### config.mk
export PLATFORM = sky130hd
export DESIGN_NAME = ttt_game_ctrl
export DESIGN_NICKNAME = d
export VERILOG_FILES = /design/src/rtl/ttt_pkg.sv /design/src/rtl/detect_win.sv /design/src/rtl/ttt_game_ctrl.sv
export SDC_FILE = /design/constraint.sdc
export NUM_CORES = 1
export LEC_CHECK = 0
export BUFFER_PORTS_ARGS = -buffer_cell sky130_fd_sc_hd__buf_2
export CORE_ASPECT_RATIO = 2
export CORE_UTILIZATION = 60
export CTS_CLUSTER_DIAMETER = 100
export CTS_CLUSTER_SIZE = 10
export DETAILED_ROUTE_END_ITERATION = 8
export PLACE_DENSITY_LB_ADDON = 0.2
export SLEW_MARGIN = 5
export SYNTH_ARGS = -nofsm -noshare
export SYNTH_HDL_FRONTEND = slang
export SYNTH_HIERARCHICAL = 1
export SYNTH_SLANG_ARGS = --single-unit
### constraint.sdc
create_clock -name clk -period 4.6 [get_ports clk]
set_input_delay 0.69 -clock clk [delete_from_list [all_inputs] [get_ports clk]]
set_output_delay 0.69 -clock clk [all_outputs]
set_load 0.02 [all_outputs]
### src/rtl/ttt_pkg.sv
// Shared types and constants for the tic-tac-toe turn controller.
package ttt_pkg;

    localparam logic [1:0] CELL_EMPTY = 2'd0;
    localparam logic [1:0] CELL_P1    = 2'd1;
    localparam logic [1:0] CELL_P2    = 2'd2;

    localparam logic [3:0] POS_MIN   = 4'd1;
    localparam logic [3:0] POS_MAX   = 4'd9;
    localparam int         NUM_CELLS = 9;

    typedef enum logic [2:0] {
        ST_IDLE,
        ST_P1_TURN,
        ST_P2_TURN,
        ST_CHECK,
        ST_WIN,
        ST_DRAW
    } state_e;

    function automatic logic [1:0] other_player(input logic [1:0] p);
        return (p == CELL_P1) ? CELL_P2 : CELL_P1;
    endfunction

endpackage

### src/rtl/detect_win.sv
// Combinational three-in-a-row detector over the nine board cells.
module detect_win
    import ttt_pkg::*;
(
    input  logic [1:0] pos1,
    input  logic [1:0] pos2,
    input  logic [1:0] pos3,
    input  logic [1:0] pos4,
    input  logic [1:0] pos5,
    input  logic [1:0] pos6,
    input  logic [1:0] pos7,
    input  logic [1:0] pos8,
    input  logic [1:0] pos9,
    output logic       winner,
    output logic [1:0] who_win
);

    // Owner of a line when all three cells hold the same player, else empty.
    function automatic logic [1:0] line3(input logic [1:0] a, input logic [1:0] b,
                                         input logic [1:0] c);
        return (a != CELL_EMPTY && a == b && a == c) ? a : CELL_EMPTY;
    endfunction

    logic [1:0] line_owner [8];

    always_comb begin
        // NOTE: every always_comb output gets a default first so no path leaves it unassigned (no latch).
        winner  = 1'b0;
        who_win = CELL_EMPTY;
        line_owner[0] = line3(pos1, pos2, pos3);
        line_owner[1] = line3(pos4, pos5, pos6);
        line_owner[2] = line3(pos7, pos8, pos9);
        line_owner[3] = line3(pos1, pos4, pos7);
        line_owner[4] = line3(pos2, pos5, pos8);
        line_owner[5] = line3(pos3, pos6, pos9);
        line_owner[6] = line3(pos1, pos5, pos9);
        line_owner[7] = line3(pos3, pos5, pos7);
        for (int i = 0; i < 8; i++) begin
            if (!winner && line_owner[i] != CELL_EMPTY) begin
                winner  = 1'b1;
                who_win = line_owner[i];
            end
        end
    end

endmodule

### src/rtl/ttt_game_ctrl.sv
// Turn controller: owns the board, alternates players, validates moves and
// latches the win/draw outcome reported by detect_win.
module ttt_game_ctrl
    import ttt_pkg::*;
#(
    parameter int TURN_TIMEOUT = 0,
    parameter int TO_W         = 32
) (
    input  logic       clk,
    input  logic       rst_n,
    input  logic       start,
    input  logic       move_valid,
    input  logic [3:0] move_pos,
    output logic       move_ready,
    output logic [1:0] pos1,
    output logic [1:0] pos2,
    output logic [1:0] pos3,
    output logic [1:0] pos4,
    output logic [1:0] pos5,
    output logic [1:0] pos6,
    output logic [1:0] pos7,
    output logic [1:0] pos8,
    output logic [1:0] pos9,
    output logic [1:0] turn,
    output logic       illegal,
    output logic       timeout,
    output logic       game_over,
    output logic       winner,
    output logic [1:0] who_win,
    output logic [3:0] move_count
);

    localparam bit            TO_ENABLE = (TURN_TIMEOUT > 0);
    localparam logic [TO_W-1:0] TO_LAST = TO_W'((TURN_TIMEOUT > 0) ? TURN_TIMEOUT - 1 : 0);

    state_e          state_q, state_d;
    logic [1:0]      board_q [NUM_CELLS];
    logic [1:0]      board_d [NUM_CELLS];
    logic [3:0]      mc_q, mc_d;
    logic [1:0]      mover_q, mover_d;
    logic [1:0]      who_q, who_d;
    logic [TO_W-1:0] cnt_q, cnt_d;
    logic            illegal_q, illegal_d;
    logic            timeout_q, timeout_d;

    logic            dw_winner;
    logic [1:0]      dw_who;
    logic            in_turn;
    logic [1:0]      cur_player;
    logic            cell_free;
    logic            expire;

    detect_win u_detect_win (
        .pos1    (board_q[0]),
        .pos2    (board_q[1]),
        .pos3    (board_q[2]),
        .pos4    (board_q[3]),
        .pos5    (board_q[4]),
        .pos6    (board_q[5]),
        .pos7    (board_q[6]),
        .pos8    (board_q[7]),
        .pos9    (board_q[8]),
        .winner  (dw_winner),
        .who_win (dw_who)
    );

    assign in_turn    = (state_q == ST_P1_TURN) || (state_q == ST_P2_TURN);
    assign cur_player = (state_q == ST_P2_TURN) ? CELL_P2 : CELL_P1;
    assign expire     = TO_ENABLE && (cnt_q == TO_LAST);

    always_comb begin
        cell_free = 1'b0;
        for (int i = 0; i < NUM_CELLS; i++) begin
            if (move_pos == 4'(i + 1) && board_q[i] == CELL_EMPTY) cell_free = 1'b1;
        end
    end

    always_comb begin
        state_d   = state_q;
        board_d   = board_q;
        mc_d      = mc_q;
        mover_d   = mover_q;
        who_d     = who_q;
        cnt_d     = cnt_q;
        illegal_d = 1'b0;
        timeout_d = 1'b0;

        if (start) begin
            for (int i = 0; i < NUM_CELLS; i++) board_d[i] = CELL_EMPTY;
            mc_d    = 4'd0;
            cnt_d   = '0;
            who_d   = CELL_EMPTY;
            state_d = ST_P1_TURN;
        end else begin
            unique case (state_q)
                ST_P1_TURN, ST_P2_TURN: begin
                    if (move_valid && move_pos >= POS_MIN && move_pos <= POS_MAX && cell_free) begin
                        for (int i = 0; i < NUM_CELLS; i++) begin
                            if (move_pos == 4'(i + 1)) board_d[i] = cur_player;
                        end
                        mc_d    = mc_q + 4'd1;
                        mover_d = cur_player;
                        cnt_d   = '0;
                        state_d = ST_CHECK;
                    end else begin
                        illegal_d = move_valid;
                        if (expire) begin
                            timeout_d = 1'b1;
                            cnt_d     = '0;
                            state_d   = (state_q == ST_P1_TURN) ? ST_P2_TURN : ST_P1_TURN;
                        end else begin
                            cnt_d = TO_ENABLE ? cnt_q + 1'b1 : '0;
                        end
                    end
                end
                ST_CHECK: begin
                    // detect_win is looking at the board that includes the move just made.
                    if (dw_winner) begin
                        who_d   = dw_who;
                        state_d = ST_WIN;
                    end else if (mc_q == 4'd9) begin
                        state_d = ST_DRAW;
                    end else begin
                        state_d = (other_player(mover_q) == CELL_P1) ? ST_P1_TURN : ST_P2_TURN;
                    end
                end
                default: ;
            endcase
        end
    end

    always_ff @(posedge clk or negedge rst_n) begin
        if (!rst_n) begin
            state_q   <= ST_IDLE;
            // NOTE: the board is a small register array and is reset explicitly; IDLE must read empty.
            for (int i = 0; i < NUM_CELLS; i++) board_q[i] <= CELL_EMPTY;
            mc_q      <= 4'd0;
            mover_q   <= CELL_EMPTY;
            who_q     <= CELL_EMPTY;
            cnt_q     <= '0;
            illegal_q <= 1'b0;
            timeout_q <= 1'b0;
        end else begin
            // NOTE: non-blocking assignments so every flop samples pre-edge values.
            state_q   <= state_d;
            board_q   <= board_d;
            mc_q      <= mc_d;
            mover_q   <= mover_d;
            who_q     <= who_d;
            cnt_q     <= cnt_d;
            illegal_q <= illegal_d;
            timeout_q <= timeout_d;
        end
    end

    always_comb begin
        unique case (state_q)
            ST_P1_TURN: turn = CELL_P1;
            ST_P2_TURN: turn = CELL_P2;
            ST_CHECK:   turn = mover_q;
            default:    turn = CELL_EMPTY;
        endcase
    end

    assign move_ready = in_turn;
    assign game_over  = (state_q == ST_WIN) || (state_q == ST_DRAW);
    assign winner     = (state_q == ST_WIN);
    assign who_win    = (state_q == ST_WIN) ? who_q : CELL_EMPTY;
    assign move_count = mc_q;
    assign illegal    = illegal_q;
    assign timeout    = timeout_q;

    assign pos1 = board_q[0];
    assign pos2 = board_q[1];
    assign pos3 = board_q[2];
    assign pos4 = board_q[3];
    assign pos5 = board_q[4];
    assign pos6 = board_q[5];
    assign pos7 = board_q[6];
    assign pos8 = board_q[7];
    assign pos9 = board_q[8];

endmodule

==> run metrics <==
Hold-fix buffers, CTS 0; initial antenna violation count 0; failing checks DRC; critical path class reg2reg; final net count 289; fin crit period 2.73 ns; setup TNS 0 ns; syn_nets 257; DRC 5; RSZ-0062 raised after global routing no; Cell Chain, Critical Path or3_1 > a21o_1 > nor3b_1 > nand3_1 > or2_1 > nand2b_1 > nand2b_1 > nor3_1 > o21ai_0 > a21oi_1; endpoints failing setup 0; Distinct cells, synth 61; Final HPWL DP 4100 um; status finished with violations; GRT overflow 0; PD cells 244 nW/um2; fraction of registers with async set/reset 1.00; Antenna diodes 0; Initial DRC Count 103; CTS resizes 0; clk_lat worst skew 0.29 ns; Slew Limit Fails 0; H-tree depth 2; Avg Synthesized Cell Area 8.52 um2; CTS max path bufs 2; Ys Warns 6; initial core utilization 0.623; WP data arrival 2.94 ns; Hold WC Path Type in2async; Crit path top cell by count nand2b_1; vias per cell 6.65; Max Clock Freq 0.367 GHz; clk_skew 0.00639 ns; Critical Path End Type flop; hold slack 0.418 ns; met3 Use GR 0.0253; total core area 3380 um2; Peak VDD IR 338 uV; CP max FO 9; period utilization 0.593; EDFF count, synth 0; Post-DRT Antenna Nets 0; final WL 5590 um; Max-Slew Margin vs Limit 0.426; vias in the first global route 1973; first-pass GRT wire length 9310 um; Vias 2074; die area 3760 um2; max incr delay on CP 0.55 ns; WL per Instance 17.9 um; Yosys top cell by area dfrtp_1; Req. time, crit path 4.81 ns; most frequent cells after synthesis dfrtp_1 (30), nor2_1 (23), nand3_1 (18); max-cap violations 0; Synth top area share 0.357; gr busiest metal met2; clk sinks 30; #FFs+latches synth 30; Post-Synthesis Cells 247; Post-CTS Setup Repair Bufs 0; Worst R2R Start pos5[0]; layout cells sized above 1 0.204; num rows 30; CTS tree done; Global Route Usage Sum 0.333; Static Leak 1.13 nW; Routability Congestion 0.949; root buffer cell clkbuf_8; count leader, synth dfrtp_1; top cells by area, synth dfrtp_1 (36%), nand3_1 (4.3%), nor2_1 (4.1%); CP top delay family simple AND/OR/NAND/NOR gates; DR pass1 iterations 7; utilization after layout 0.697; CP max stage cell nor3b_1; Die Span Y 85.8 um; Final Hold Viols 0; met1 Use GR 0.373; IO Pins 39; largest net degree at the start of global routing 31; CTS Buf Count 5; WP buf/inv 0; critical path startpoint category flop; top_reg_cell synth dfrtp_1; IO buf count 37; M2 GR Usage 0.601; sequential fraction of the synthesis area 0.357; DIE WIDTH 43.9 um; Cell Area, Synth 2100 um2; synthesis-to-layout area growth 11.9%; CP startpoint pos5[0]; worst slew pin tran 0.854 ns; Reg clk slew, reported paths 0.06 ns
[state kept, by name (all words and copies together) (netlist names)]
name        flops
pos3            2
state_q         3
pos1            2
pos6            2
pos8            2
pos7            2
pos2            2
move_count      4
who_q           2
pos4            2
mover_q         2
pos9            2
illegal         1
pos5            2
[routing by layer]
metal,routed length (um),up-vias
li1,-,979
met3,281,25
met5,0,-
met2,3010,88
met1,2000,982
met4,289,0
[cell type report]
| cell class | count | area, um2 |
|---|---|---|
| Multi-Input combinational cell | 198 | 1260 |
| Fill cell | 289 | 1020 |
| Sequential cell | 30 | 751 |
| Timing Repair Buffer | 37 | 185 |
| Clock buffer | 6 | 82.6 |
| Tap cell | 32 | 40.0 |
| Inverter | 7 | 26.3 |
| Clock inverter | 2 | 12.5 |
[cells by family (layout without fill, tap and decap cells)]
group / count (synthesis) / after routing / share of synthesized area
compound gates: 60 / 60 / 0.203
xor+xnor: 2 / 2 / 0.00832
fa+ha+maj: 2 / 2 / 0.0119
buf+inv: 19 / 52 / 0.0458
flops: 30 / 30 / 0.357
mux: 4 / 4 / 0.0190
other cells: 1 / 1 / 0.00178
simple gates: 129 / 129 / 0.354
[worst paths after layout]
check	to	slack (ns)	depth (start not counted)
worst min-delay path	pos4[1]	0.42	1
max in group asynchronous	pos1[0]	3.77	1
min in group clk	mover_q[0]	0.52	1
worst max-delay path	state_q[1]	1.87	10
worst max register to register	state_q[1]	1.87	10
worst min register to register	mover_q[0]	0.52	1
[stage by stage]
step	std cells	total power, mW	setup slack, ns	cell area (um2)
final	312	0.574	1.87	2350
after global routing	312	0.598	1.70	2350
after CTS	312	0.575	1.93	2350
after detailed placement	304	0.358	1.79	2260
after global placement	304	0.356	1.87	2260
after floorplan	247	0.337	2.20	2100
[layout by cell type, fill, tap and decap left out, drive strengths merged, types with 2 or more instances in the layout]
cell and instances:
a21oi 18, a31oi 9, a32o 4, and2 3, and2b 2, and3 6
buf 37, clkbuf 6, dfrtp 30, ha 2, inv 7, mux2i 4
nand2 16, nand2b 6, nand3 19, nand4b 3, nor2 23, nor2b 8
nor3 15, nor3b 2, nor4b 3, o2111a 2, o211ai 2, o21ai 7
o22ai 2, o2bb2ai 3, o31ai 3, or2 2, or3 12, xnor2 2
[report_power, final]
part	internal [mW]	leakage, nW	switching (mW)
clock network	0.120	0.0472	0.100
registers	0.270	0.407	0.00862
logic	0.0234	0.673	0.0509
total	0.414	1.13	0.160
No activity file was read; power rests on OpenSTA's default activity.
